--- src/rtl/pipe_adder_pkg.sv ---
// -----------------------------------------------------------------------------
// pipe_adder_pkg
//   Shared definitions for the pipelined adder/subtractor.
//   - OP_ADD / OP_SUB : encoding of the sub_i operation select.
//   - stages_legal()  : true when WIDTH splits evenly into STAGES chunks.
//   - chunk_width()   : width of one per-stage chunk, safe against STAGES=0 so
//                       the legality check can report instead of dividing by 0.
//   - PIPE_ADDER_CHECK(W, S) : generate-scope macro that stops elaboration on an
//                       illegal WIDTH/STAGES combination.
// -----------------------------------------------------------------------------
`ifndef PIPE_ADDER_CHECK
`define PIPE_ADDER_CHECK(W, S) \
  if (!pipe_adder_pkg::stages_legal((W), (S))) begin : g_param_check \
    $error("pipe_adder: STAGES must be in 1..WIDTH and divide WIDTH evenly"); \
  end
`endif

package pipe_adder_pkg;

  localparam logic OP_ADD = 1'b0;
  localparam logic OP_SUB = 1'b1;

  function automatic bit stages_legal(input int unsigned width, input int unsigned stages);
    if (stages < 1) return 1'b0;
    if (stages > width) return 1'b0;
    return (width % stages) == 0;
  endfunction

  function automatic int unsigned chunk_width(input int unsigned width,
                                              input int unsigned stages);
    if (stages == 0) return width;
    return width / stages;
  endfunction

endpackage

--- src/rtl/adder_slice.sv ---
// -----------------------------------------------------------------------------
// adder_slice
//   Combinational CW-bit ripple slice used once per pipeline stage.
//   Ports:
//     a, b      in  CW  chunk operands (b already inverted for subtract)
//     cin       in  1   carry from the previous chunk
//     s         out CW  chunk sum
//     cout      out 1   carry out of the chunk MSB
//     c_msb_in  out 1   carry into the chunk MSB (for signed overflow)
// -----------------------------------------------------------------------------
module adder_slice #(
  parameter int unsigned CW = 8
) (
  input  logic [CW-1:0] a,
  input  logic [CW-1:0] b,
  input  logic          cin,
  output logic [CW-1:0] s,
  output logic          cout,
  output logic          c_msb_in
);

  if (CW == 1) begin : g_bit
    // Single-bit chunk: the carry into the MSB is the chunk carry-in itself.
    assign c_msb_in = cin;
    assign s        = a ^ b ^ cin;
    assign cout     = (a[0] & b[0]) | (a[0] & cin) | (b[0] & cin);
  end else begin : g_wide
    // Add the low CW-1 bits in a CW-bit result so the top bit is the carry into
    // the MSB; the MSB is then finished explicitly to expose that carry.
    logic [CW-1:0] low;
    logic          msb_p;

    assign low      = {1'b0, a[CW-2:0]} + {1'b0, b[CW-2:0]} + {{(CW-1){1'b0}}, cin};
    assign c_msb_in = low[CW-1];
    assign msb_p    = a[CW-1] ^ b[CW-1];
    assign s        = {msb_p ^ low[CW-1], low[CW-2:0]};
    assign cout     = (a[CW-1] & b[CW-1]) | (msb_p & low[CW-1]);
  end

endmodule

--- src/rtl/pipe_adder.sv ---
// -----------------------------------------------------------------------------
// pipe_adder
//   Pipelined WIDTH-bit add/subtract. The operation is split into STAGES chunks
//   of CW bits; stage k adds chunk k and registers it together with the carry,
//   the lower sum chunks already produced and the operands still to be added.
//   Latency is STAGES cycles, throughput one result per cycle. A single global
//   enable freezes the whole pipe when the output is held.
//   Ports:
//     clk_i    in  1      clock, rising edge
//     rst_i    in  1      asynchronous reset, active high
//     valid_i  in  1      operands valid
//     ready_o  out 1      operands accepted this cycle when valid_i is high
//     src1_i   in  WIDTH  operand A
//     src2_i   in  WIDTH  operand B
//     sub_i    in  1      OP_ADD: A+B, OP_SUB: A-B
//     valid_o  out 1      result valid
//     ready_i  in  1      downstream accepts result
//     sum_o    out WIDTH  result modulo 2^WIDTH
//     cout_o   out 1      carry out of MSB (subtract: 1 = no borrow)
//     ovf_o    out 1      signed two's-complement overflow
//     zero_o   out 1      result is zero (only asserted with valid_o)
// -----------------------------------------------------------------------------
module pipe_adder
  import pipe_adder_pkg::*;
#(
  parameter int unsigned WIDTH  = 32,
  parameter int unsigned STAGES = 4
) (
  input  logic             clk_i,
  input  logic             rst_i,
  input  logic             valid_i,
  output logic             ready_o,
  input  logic [WIDTH-1:0] src1_i,
  input  logic [WIDTH-1:0] src2_i,
  input  logic             sub_i,
  output logic             valid_o,
  input  logic             ready_i,
  output logic [WIDTH-1:0] sum_o,
  output logic             cout_o,
  output logic             ovf_o,
  output logic             zero_o
);

  localparam int unsigned CW = chunk_width(WIDTH, STAGES);

  `PIPE_ADDER_CHECK(WIDTH, STAGES)

  // Stage registers, index k = pipeline stage.
  logic [STAGES-1:0]            vld_q;
  logic [STAGES-1:0]            carry_q;
  logic [STAGES-1:0][WIDTH-1:0] a_q;
  logic [STAGES-1:0][WIDTH-1:0] b_q;
  logic [STAGES-1:0][WIDTH-1:0] sum_q;
  logic                         c_msb_q;

  // Per-stage inputs: stage 0 sees the ports, stage k sees stage k-1.
  logic [STAGES-1:0]            in_v;
  logic [STAGES-1:0]            in_c;
  logic [STAGES-1:0][WIDTH-1:0] in_a;
  logic [STAGES-1:0][WIDTH-1:0] in_b;
  logic [STAGES-1:0][WIDTH-1:0] in_s;

  // Slice results and next-state sums.
  logic [STAGES-1:0][CW-1:0]    sl_s;
  logic [STAGES-1:0]            sl_cout;
  logic [STAGES-1:0]            sl_cmsb;
  logic [STAGES-1:0][WIDTH-1:0] sum_d;

  logic             en;
  logic [WIDTH-1:0] b_eff;

  // Subtract as A + ~B + 1: invert B here, the +1 enters as the stage-0 carry.
  assign b_eff = (sub_i == OP_SUB) ? ~src2_i : src2_i;

  always_comb begin
    in_v    = '0;
    in_c    = '0;
    in_a    = '0;
    in_b    = '0;
    in_s    = '0;
    in_v[0] = valid_i;
    in_c[0] = sub_i;
    in_a[0] = src1_i;
    in_b[0] = b_eff;
    for (int k = 1; k < STAGES; k++) begin
      in_v[k] = vld_q[k-1];
      in_c[k] = carry_q[k-1];
      in_a[k] = a_q[k-1];
      in_b[k] = b_q[k-1];
      in_s[k] = sum_q[k-1];
    end
  end

  for (genvar k = 0; k < STAGES; k++) begin : g_slice
    adder_slice #(
      .CW (CW)
    ) u_slice (
      .a        (in_a[k][k*CW +: CW]),
      .b        (in_b[k][k*CW +: CW]),
      .cin      (in_c[k]),
      .s        (sl_s[k]),
      .cout     (sl_cout[k]),
      .c_msb_in (sl_cmsb[k])
    );
  end

  // Each stage passes the lower sum chunks through and inserts its own chunk.
  always_comb begin
    sum_d = '0;
    for (int k = 0; k < STAGES; k++) begin
      sum_d[k]              = in_s[k];
      sum_d[k][k*CW +: CW]  = sl_s[k];
    end
  end

  // Whole pipe advances together; a held output stalls every stage.
  assign en      = !valid_o || ready_i;
  assign ready_o = en;

  always_ff @(posedge clk_i or posedge rst_i) begin
    if (rst_i) begin
      vld_q   <= '0;
      carry_q <= '0;
      a_q     <= '0;
      b_q     <= '0;
      sum_q   <= '0;
      c_msb_q <= 1'b0;
    end else if (en) begin
      vld_q   <= in_v;
      carry_q <= sl_cout;
      a_q     <= in_a;
      b_q     <= in_b;
      sum_q   <= sum_d;
      c_msb_q <= sl_cmsb[STAGES-1];
    end
  end

  assign valid_o = vld_q[STAGES-1];
  assign sum_o   = sum_q[STAGES-1];
  assign cout_o  = carry_q[STAGES-1];
  assign ovf_o   = c_msb_q ^ carry_q[STAGES-1];
  // Gated with valid so an idle/reset pipe does not report a zero result.
  assign zero_o  = valid_o & ~|sum_o;

  // Already-consumed operand chunks and lower-slice MSB carries have no reader.
  logic unused_bits;
  assign unused_bits = ^{a_q[STAGES-1], b_q[STAGES-1], in_a, in_b, sl_cmsb};

endmodule

--- config.mk ---
export PLATFORM = sky130hd
export DESIGN_NAME = pipe_adder
export DESIGN_NICKNAME = d
export VERILOG_FILES = /design/src/rtl/pipe_adder_pkg.sv /design/src/rtl/adder_slice.sv /design/src/rtl/pipe_adder.sv
export SDC_FILE = /design/constraint.sdc
export NUM_CORES = 1
export LEC_CHECK = 0
export ABC_AREA = 1
export CAP_MARGIN = 10
export CORE_UTILIZATION = 50
export CTS_CLUSTER_DIAMETER = 120
export DETAILED_ROUTE_END_ITERATION = 7
export PLACE_DENSITY = 0.85
export SYNTH_ARGS = -nofsm -noshare
export SYNTH_HDL_FRONTEND = slang
export SYNTH_SLANG_ARGS = --single-unit
--- constraint.sdc ---
create_clock -name clk_i -period 7.7 [get_ports clk_i]
set_clock_uncertainty 0.15 [all_clocks]
set_input_delay 2.31 -clock clk_i [delete_from_list [all_inputs] [get_ports clk_i]]
set_output_delay 2.31 -clock clk_i [all_outputs]
set_load 0.02 [all_outputs]
* Word-level counts from Yosys, hierarchy flattened *
Cells that the tools add are included.

word-level totals
  logic and storage cells = 49
  flip-flop bits (word level) = 281

operators by class
  reduce and logical (&&, ||, !) cells = 4
  add/subtract/negate cells = 8
  multiplexer cells = 1
  bitwise gates (word level) = 23

operator list
  operator                                count
  7-bit by 7-bit adder with 8-bit output  4
  8-bit by 1-bit adder with 8-bit output  4
  32-bit two-way mux                      1
  32-bit NOT                              1
  32-bit OR reduction                     1
  1-bit AND                               9
  1-bit XOR                               9
  1-bit bitwise OR                        4
  1-bit logical NOT                       2
  1-bit logical OR                        1

* Longest topological paths before layout *
Gate-level depths: netlist of the first run.

  word-level depth = 6
  mapped depth = 13

* By module *
From an unflattened synthesis of the first run, not the netlist that was laid out.

unflattened totals
  cell total of the unflattened synthesis = 992
  area, all modules = 8862.2 um^2

modules (own cells, without submodules)
  module                                area each (um^2)  cells each  times used  seq. area each (um^2)
  pipe_adder                            7498.4            777         1           4629.4
  adder_slice (g_slice[2].u_slice ...)  340.3             53          2           0.0
  adder_slice (g_slice[1].u_slice)      347.8             56          1           0.0
  adder_slice (g_slice[0].u_slice)      335.3             53          1           0.0

* Worst setup path before layout of the first run *
No wires, ideal clock.

  kind = input -> output
  from = in ready_i
  to = out ready_o
  slack = 2425 ps
  data arrival time = 2815 ps
  buffers on the path = 2
  cell stages on the path = 4
  path through = nor2_4 inv_2 buf_6 buf_2

between the ends
  longest elaborated chain between the ends = 1

RTL lines
  item              RTL line           RTL
  start, declared   pipe_adder.sv:37   input logic ready_i,
  1-bit logical OR  pipe_adder.sv:117  assign en = !valid_o || ready_i;
  end, declared     pipe_adder.sv:32   output logic ready_o,

Every way passes these cells.

* Worst setup path after layout of the first run *
Ends and elaborated chain as after synthesis.

==> reports/results.tsv, run 1 <==
metric	value	unit
status	finished, final reports clean	
post-CTS setup buffers	0	
antenna viol nets, final	0	
Core Rows	47	
# H-tree levels	4	
worst skew pair latency	0.43	ns
critical path required time	5.24	ns
Clock Sinks	185	
WS Path Type	input port to output port	
fraction of layout cells with a size suffix above 1	4.56	%
Worst Path Max Fanout	2	
Mapped Nets	1079	
Post-Syn Instances	975	
Synth area leader	dfrtp_1	
Tot GR Track Use	21.0	%
setup slack after layout	1.67	ns
Placed Cells	1262	
Die ar.	0.0175	mm^2
core area	0.0166	mm^2
Filler cells	1379	
Synth warnings	0	
Seq/Total Area, Yosys	54.4	%
fmax	166	MHz
Avg Cell Area, Syn	8.72	um^2
antenna violations before repair	0	
clk buf depth	2	
Routed WL per cell	13.4	um
Slew headroom	32.3	%
GRT overflow	0	
leakage power	5.04	nW
Tot Pwr	4.19	mW
most common cell in the synthesized netlist	nand2_1	
Nets	1165	
first-pass GRT wire length	29400	um
HP Class	flop to flop	
RePlAce Congestion	0.862	
multi-input gate area in the final layout	0.00334	mm^2
Die H	132	um
Distinct cells, synth	28	
proportion of netlist area held by the largest area contributor	54.4	%
final slew viol count	0	
PostCTS Resize Cnt	0	
Peak VDD IR	0.236	mV
Power Dens Cells	409	mW/mm^2
Area Growth Syn to Fin	20.4	%
Tcrit/Tclk final	78.2	%
CTS tree	done	
register bit count reported by yosys	185	
minimum clock period after layout	6.03	ns
# diodes	0	
Placement Setup Slack	1.68	ns
Worst-path clk slew	0.07	ns
Synth area leaders	dfrtp_1, nand2_1, o21ai_0, ha_1, inv_1	
predominant post-synthesis flop cell	dfrtp_1	
largest net degree at the start of global routing	117	
DR vias	6398	
Final setup viols	0	
drt pass-1 iters	7	
vias per cell	4.94	
commonest cells in the netlist	nand2_1, dfrtp_1, o21ai_0	
FF/Latch Area	0.00463	mm^2
die extent in x	132	um
# IOs	106	
Final Hold Fails	0	
Fin Hold WS	0.311	ns
final instance count without filler cells	1294	
RSZ-0062 raised after global routing	no	
Worst Max-Slew Pin Slew	1.01	ns
WL final	17300	um
CTS Hold Buffers Added	0	
number of synthesized flops with an enable pin	0	
Synth Cell Area	0.00850	mm^2
Setup crit end kind	output port	
final setup TNS	0	ns
Initial Util	51.3	%
startpoint class of the critical path	input port	
FFs w/ async S/R, synth	100	%
HPWL Detailed	11400	um
# DRC	0	
Iteration-0 DRC Markers	516	
vias in the first global route	6226	
WP data arrival	3.57	ns
CTS Buf Count	17	
Root Buffer	clkbuf_16	
PortBufs	105	
max-cap violations	0	
-- worst paths after layout --
| kind | startpoint | end | slack (ns) | cells past startpoint |
|---|---|---|---|---|
| max in group asynchronous | rst_i | vld_q[1] | 3.92 | 3 |
| worst max register to register | vld_q[3] | b_q[28] | 4.97 | 5 |
| min in group asynchronous | rst_i | a_q[8] | 2.24 | 2 |
| worst min register to register | vld_q[2] | vld_q[3] | 0.31 | 2 |
| worst min-delay path | vld_q[2] | vld_q[3] | 0.31 | 2 |
| worst max-delay path | ready_i | ready_o | 1.67 | 4 |
-- layout by cell type (no fill, tap or decap), types with 6 or more instances in the layout --
cell type and instances:
o21ai_0 81, xnor2_1 24, inv_1 75, nand3_1 38, nand2_1 379, buf_4 6, a21oi_1 21, nor2_1 29
or2_2 6, o21ai_1 29, clkbuf_16 17, fa_1 11, dfrtp_1 185, ha_1 24, clkdlybuf4s50_1 104, xor2_1 8
-- worst max-delay path, cell delays in order --
cell and delay (ns):
clkdlybuf4s50_1 0.52, nor2_4 0.07, inv_4 0.07, clkdlybuf4s50_1 0.60
-- flip-flops by register name (all words and copies together), names as in the netlist --
register / count
b_q: 48
carry_q: 4
sum_o: 32
a_q: 48
in_s: 48
c_msb_q: 1
vld_q: 4
-- power breakdown --
group | switching (mW) | internal [mW] | leakage (nW)
logic | 0.992 | 0.654 | 2.51
registers | 0.248 | 1.40 | 2.24
clock network | 0.397 | 0.493 | 0.290
total | 1.64 | 2.55 | 5.04
-- cell type report --
type,count,area share (%)
Clock buffer,17,4.16
Clock inverter,15,1.75
Inverter,78,2.93
Multi-Input combinational cell,668,32.6
Sequential cell,185,45.2
Tap cell,220,2.69
Timing Repair Buffer,111,10.7
-- cells by family after synthesis --
logic type | Yosys count | synth area share, %
xor gates and xnor gates | 32 | 3.30
AOI/OAI and AO/OA | 139 | 8.34
buffers and inverters | 122 | 6.31
adders and majority gates | 35 | 6.12
DFF | 185 | 54.4
and+or+nand+nor | 462 | 21.5
-- routing by layer --
layer  up-vias  global-route usage [%]  share of wire (%)
li1       3244                       -                  -
met1      2995                    28.0                 45
met2       132                    34.7                 50
met3        27                    3.52                3.0
met4         0                    7.92                2.0
met5         -                       0                  0
-- per-stage QoR --
stage / util [%] / cell area (um^2)
floorplan: - / 8500
global placement: 58.1 / 9630
detailed placement: 58.1 / 9630
CTS: 61.7 / 10200
global route: 61.7 / 10200
finish: 61.7 / 10200
Power figures use the tool's default switching activity.
==> run 2, diff against run 1 <==
- PLACE_DENSITY: 0.85 -> 0.82
- clock period: 7.7 -> 5.7 ns (I/O delays scaled with it)
==> run 2 against run 1 <==
Die area unchanged. First-iteration DRC count down 4.7%. Routed wire length is 4.0% lower. Via count decreased by 0.27%. Sequential power is 35% higher. Combinational power up 33%. Worst hold slack got worse by 0.010 ns.
==> reports/results.tsv, run 2 (synthesis gave the netlist of run 1 again) <==
metric	value	unit	change
status	finished, final reports clean		
core area	0.0166	mm^2	unchanged
CTS tree	done		
WP data arrival	2.95	ns	-0.62 ns
antenna violations before repair	0		unchanged
worst skew pair latency	0.43	ns	about the same
fmax	208	MHz	
Tcrit/Tclk final	84.4	%	
max-cap violations	0		unchanged
critical path required time	3.84	ns	-1.40 ns
antenna viol nets, final	0		unchanged
vias per cell	4.92		-0.42%
# DRC	0		unchanged
fraction of layout cells with a size suffix above 1	4.46	%	-0.10 points
internal power	3.43	mW	+35%
Power Dens Cells	542	mW/mm^2	+33%
Nets	1167		+0.17%
# H-tree levels	4		unchanged
WS Path Type	input port to output port		
RSZ-0062 raised after global routing	no		
WL final	16600	um	-4.0%
Initial Util	51.3	%	unchanged
Root Buffer	clkbuf_16		
vias in the first global route	6041		-3.0%
Die ar.	0.0175	mm^2	unchanged
Worst Path Max Fanout	2		unchanged
most frequent cells in the layout	nand2_1, dfrtp_1, clkdlybuf4s50_1, o21ai_0, inv_1		
RePlAce Congestion	0.868		+0.67%
PostCTS Resize Cnt	0		unchanged
# diodes	0		unchanged
final setup TNS	0	ns	unchanged
Sw Ratio	38.2	%	-0.89 points
hold depth	2		unchanged
Setup crit end kind	output port		
Worst Max-Slew Pin Slew	1.03	ns	+0.0117 ns
DR vias	6381		-0.27%
GRT overflow	0		unchanged
Comb power frac	39.5	%	+0.2 points
Area Growth Syn to Fin	20.5	%	about the same
post-CTS setup buffers	0		unchanged
register share of total power	39.9	%	+0.5 points
# IOs	106		unchanged
Die H	132	um	unchanged
final slew viol count	0		unchanged
Clk pwr share	20.5	%	-0.8 points
CTS Buf Count	17		unchanged
Fin Hold WS	0.301	ns	-0.0103 ns
Peak VDD IR	0.268	mV	+13%
Worst Reg-to-Reg Cells	5		unchanged
die extent in x	132	um	unchanged
drt pass-1 iters	5		-2
clk buf depth	2		unchanged
leakage power	5.04	nW	about the same
first-pass GRT wire length	28400	um	-3.4%
HP Class	flop to flop		
Worst-path clk slew	0.06	ns	about the same
startpoint class of the critical path	input port		
Final setup viols	0		unchanged
Iteration-0 DRC Markers	492		-4.7%
HPWL Detailed	11200	um	-2.6%
minimum clock period after layout	4.81	ns	
commonest non-fill, non-tap cell in the layout	nand2_1		
PortBufs	105		unchanged
Slew headroom	31.4	%	-0.92 points
Final Hold Fails	0		unchanged
fin util	61.8	%	about the same
Tot GR Track Use	20.4	%	-0.63 points
Routed WL per cell	12.8	um	-4.1%
CTS Hold Buffers Added	0		unchanged
P_sw	2.12	mW	+30%
Clock Sinks	185		unchanged
largest net degree at the start of global routing	165		+41%
Core Rows	47		unchanged
run 2: changes by cell type in the layout (fill, tap and decap cells not counted), sizes merged:
cell	before	now
inv	87	79
clkbuf	17	21
clkinv	1	5
buf	7	9
run 2: worst paths after layout:
| kind | from | to | slack (ns) |
|---|---|---|---|
| max reg2reg | vld_q[3] | b_q[20] | 3.01 |
| min | vld_q[2] | vld_q[3] | 0.30 |
| min reg2reg | vld_q[2] | vld_q[3] | 0.30 |
| max in group asynchronous | rst_i | sum_o[29] | 2.84 |
| max | ready_i | ready_o | 0.89 |
| min in group asynchronous | rst_i | b_q[14] | 1.71 |
run 2: final cells by class:
| class | count | area (um^2) |
|---|---|---|
| multi-input combinational | 668 | 3340 |
| inverter | 78 | 299 |
| tap | 220 | 275 |
| fill | 1399 | 6340 |
| sequential | 185 | 4630 |
| clock buffer | 21 | 450 |
| timing repair buffer | 113 | 1130 |
| clock inverter | 11 | 121 |
run 2: critical path, stage by stage:
cell,delay (ns)
clkdlybuf4s50_1,0.50
nor2_4,0.07
inv_4,0.07
clkdlybuf4s50_1,0.60
run 2: power groups by stage:
stage                     clock network [mW]  registers (mW)  logic (mW)
final                                   1.14            2.22        2.20
after detailed placement                   0            2.24        2.18
after CTS                               1.16            2.22        2.21
after global routing                    1.21            2.30        2.50
after global placement                     0            2.22        2.10
after floorplan                            0            2.31        1.43
run 2: routing by layer:
layer,routed length [um],up-vias,GRT usage (%)
met5,0,-,0
met4,290,0,7.54
met3,564,25,3.98
met2,7910,135,32.3
met1,7850,2966,28.0
li1,-,3255,-
run 2: per-stage QoR:
| stage | instance area (um^2) | setup slack [ns] | power, mW | cells |
|---|---|---|---|---|
| 6_report | 10200 | 0.891 | 5.56 | 1296 |
| 5_1_grt | 10200 | 0.845 | 6.01 | 1296 |
| 4_1_cts | 10200 | 0.873 | 5.59 | 1296 |
| 3_5_place_dp | 9670 | 0.878 | 4.42 | 1264 |
| 3_3_place_gp | 9670 | 0.881 | 4.32 | 1264 |
| 2_1_floorplan | 8510 | 1.46 | 3.74 | 975 |
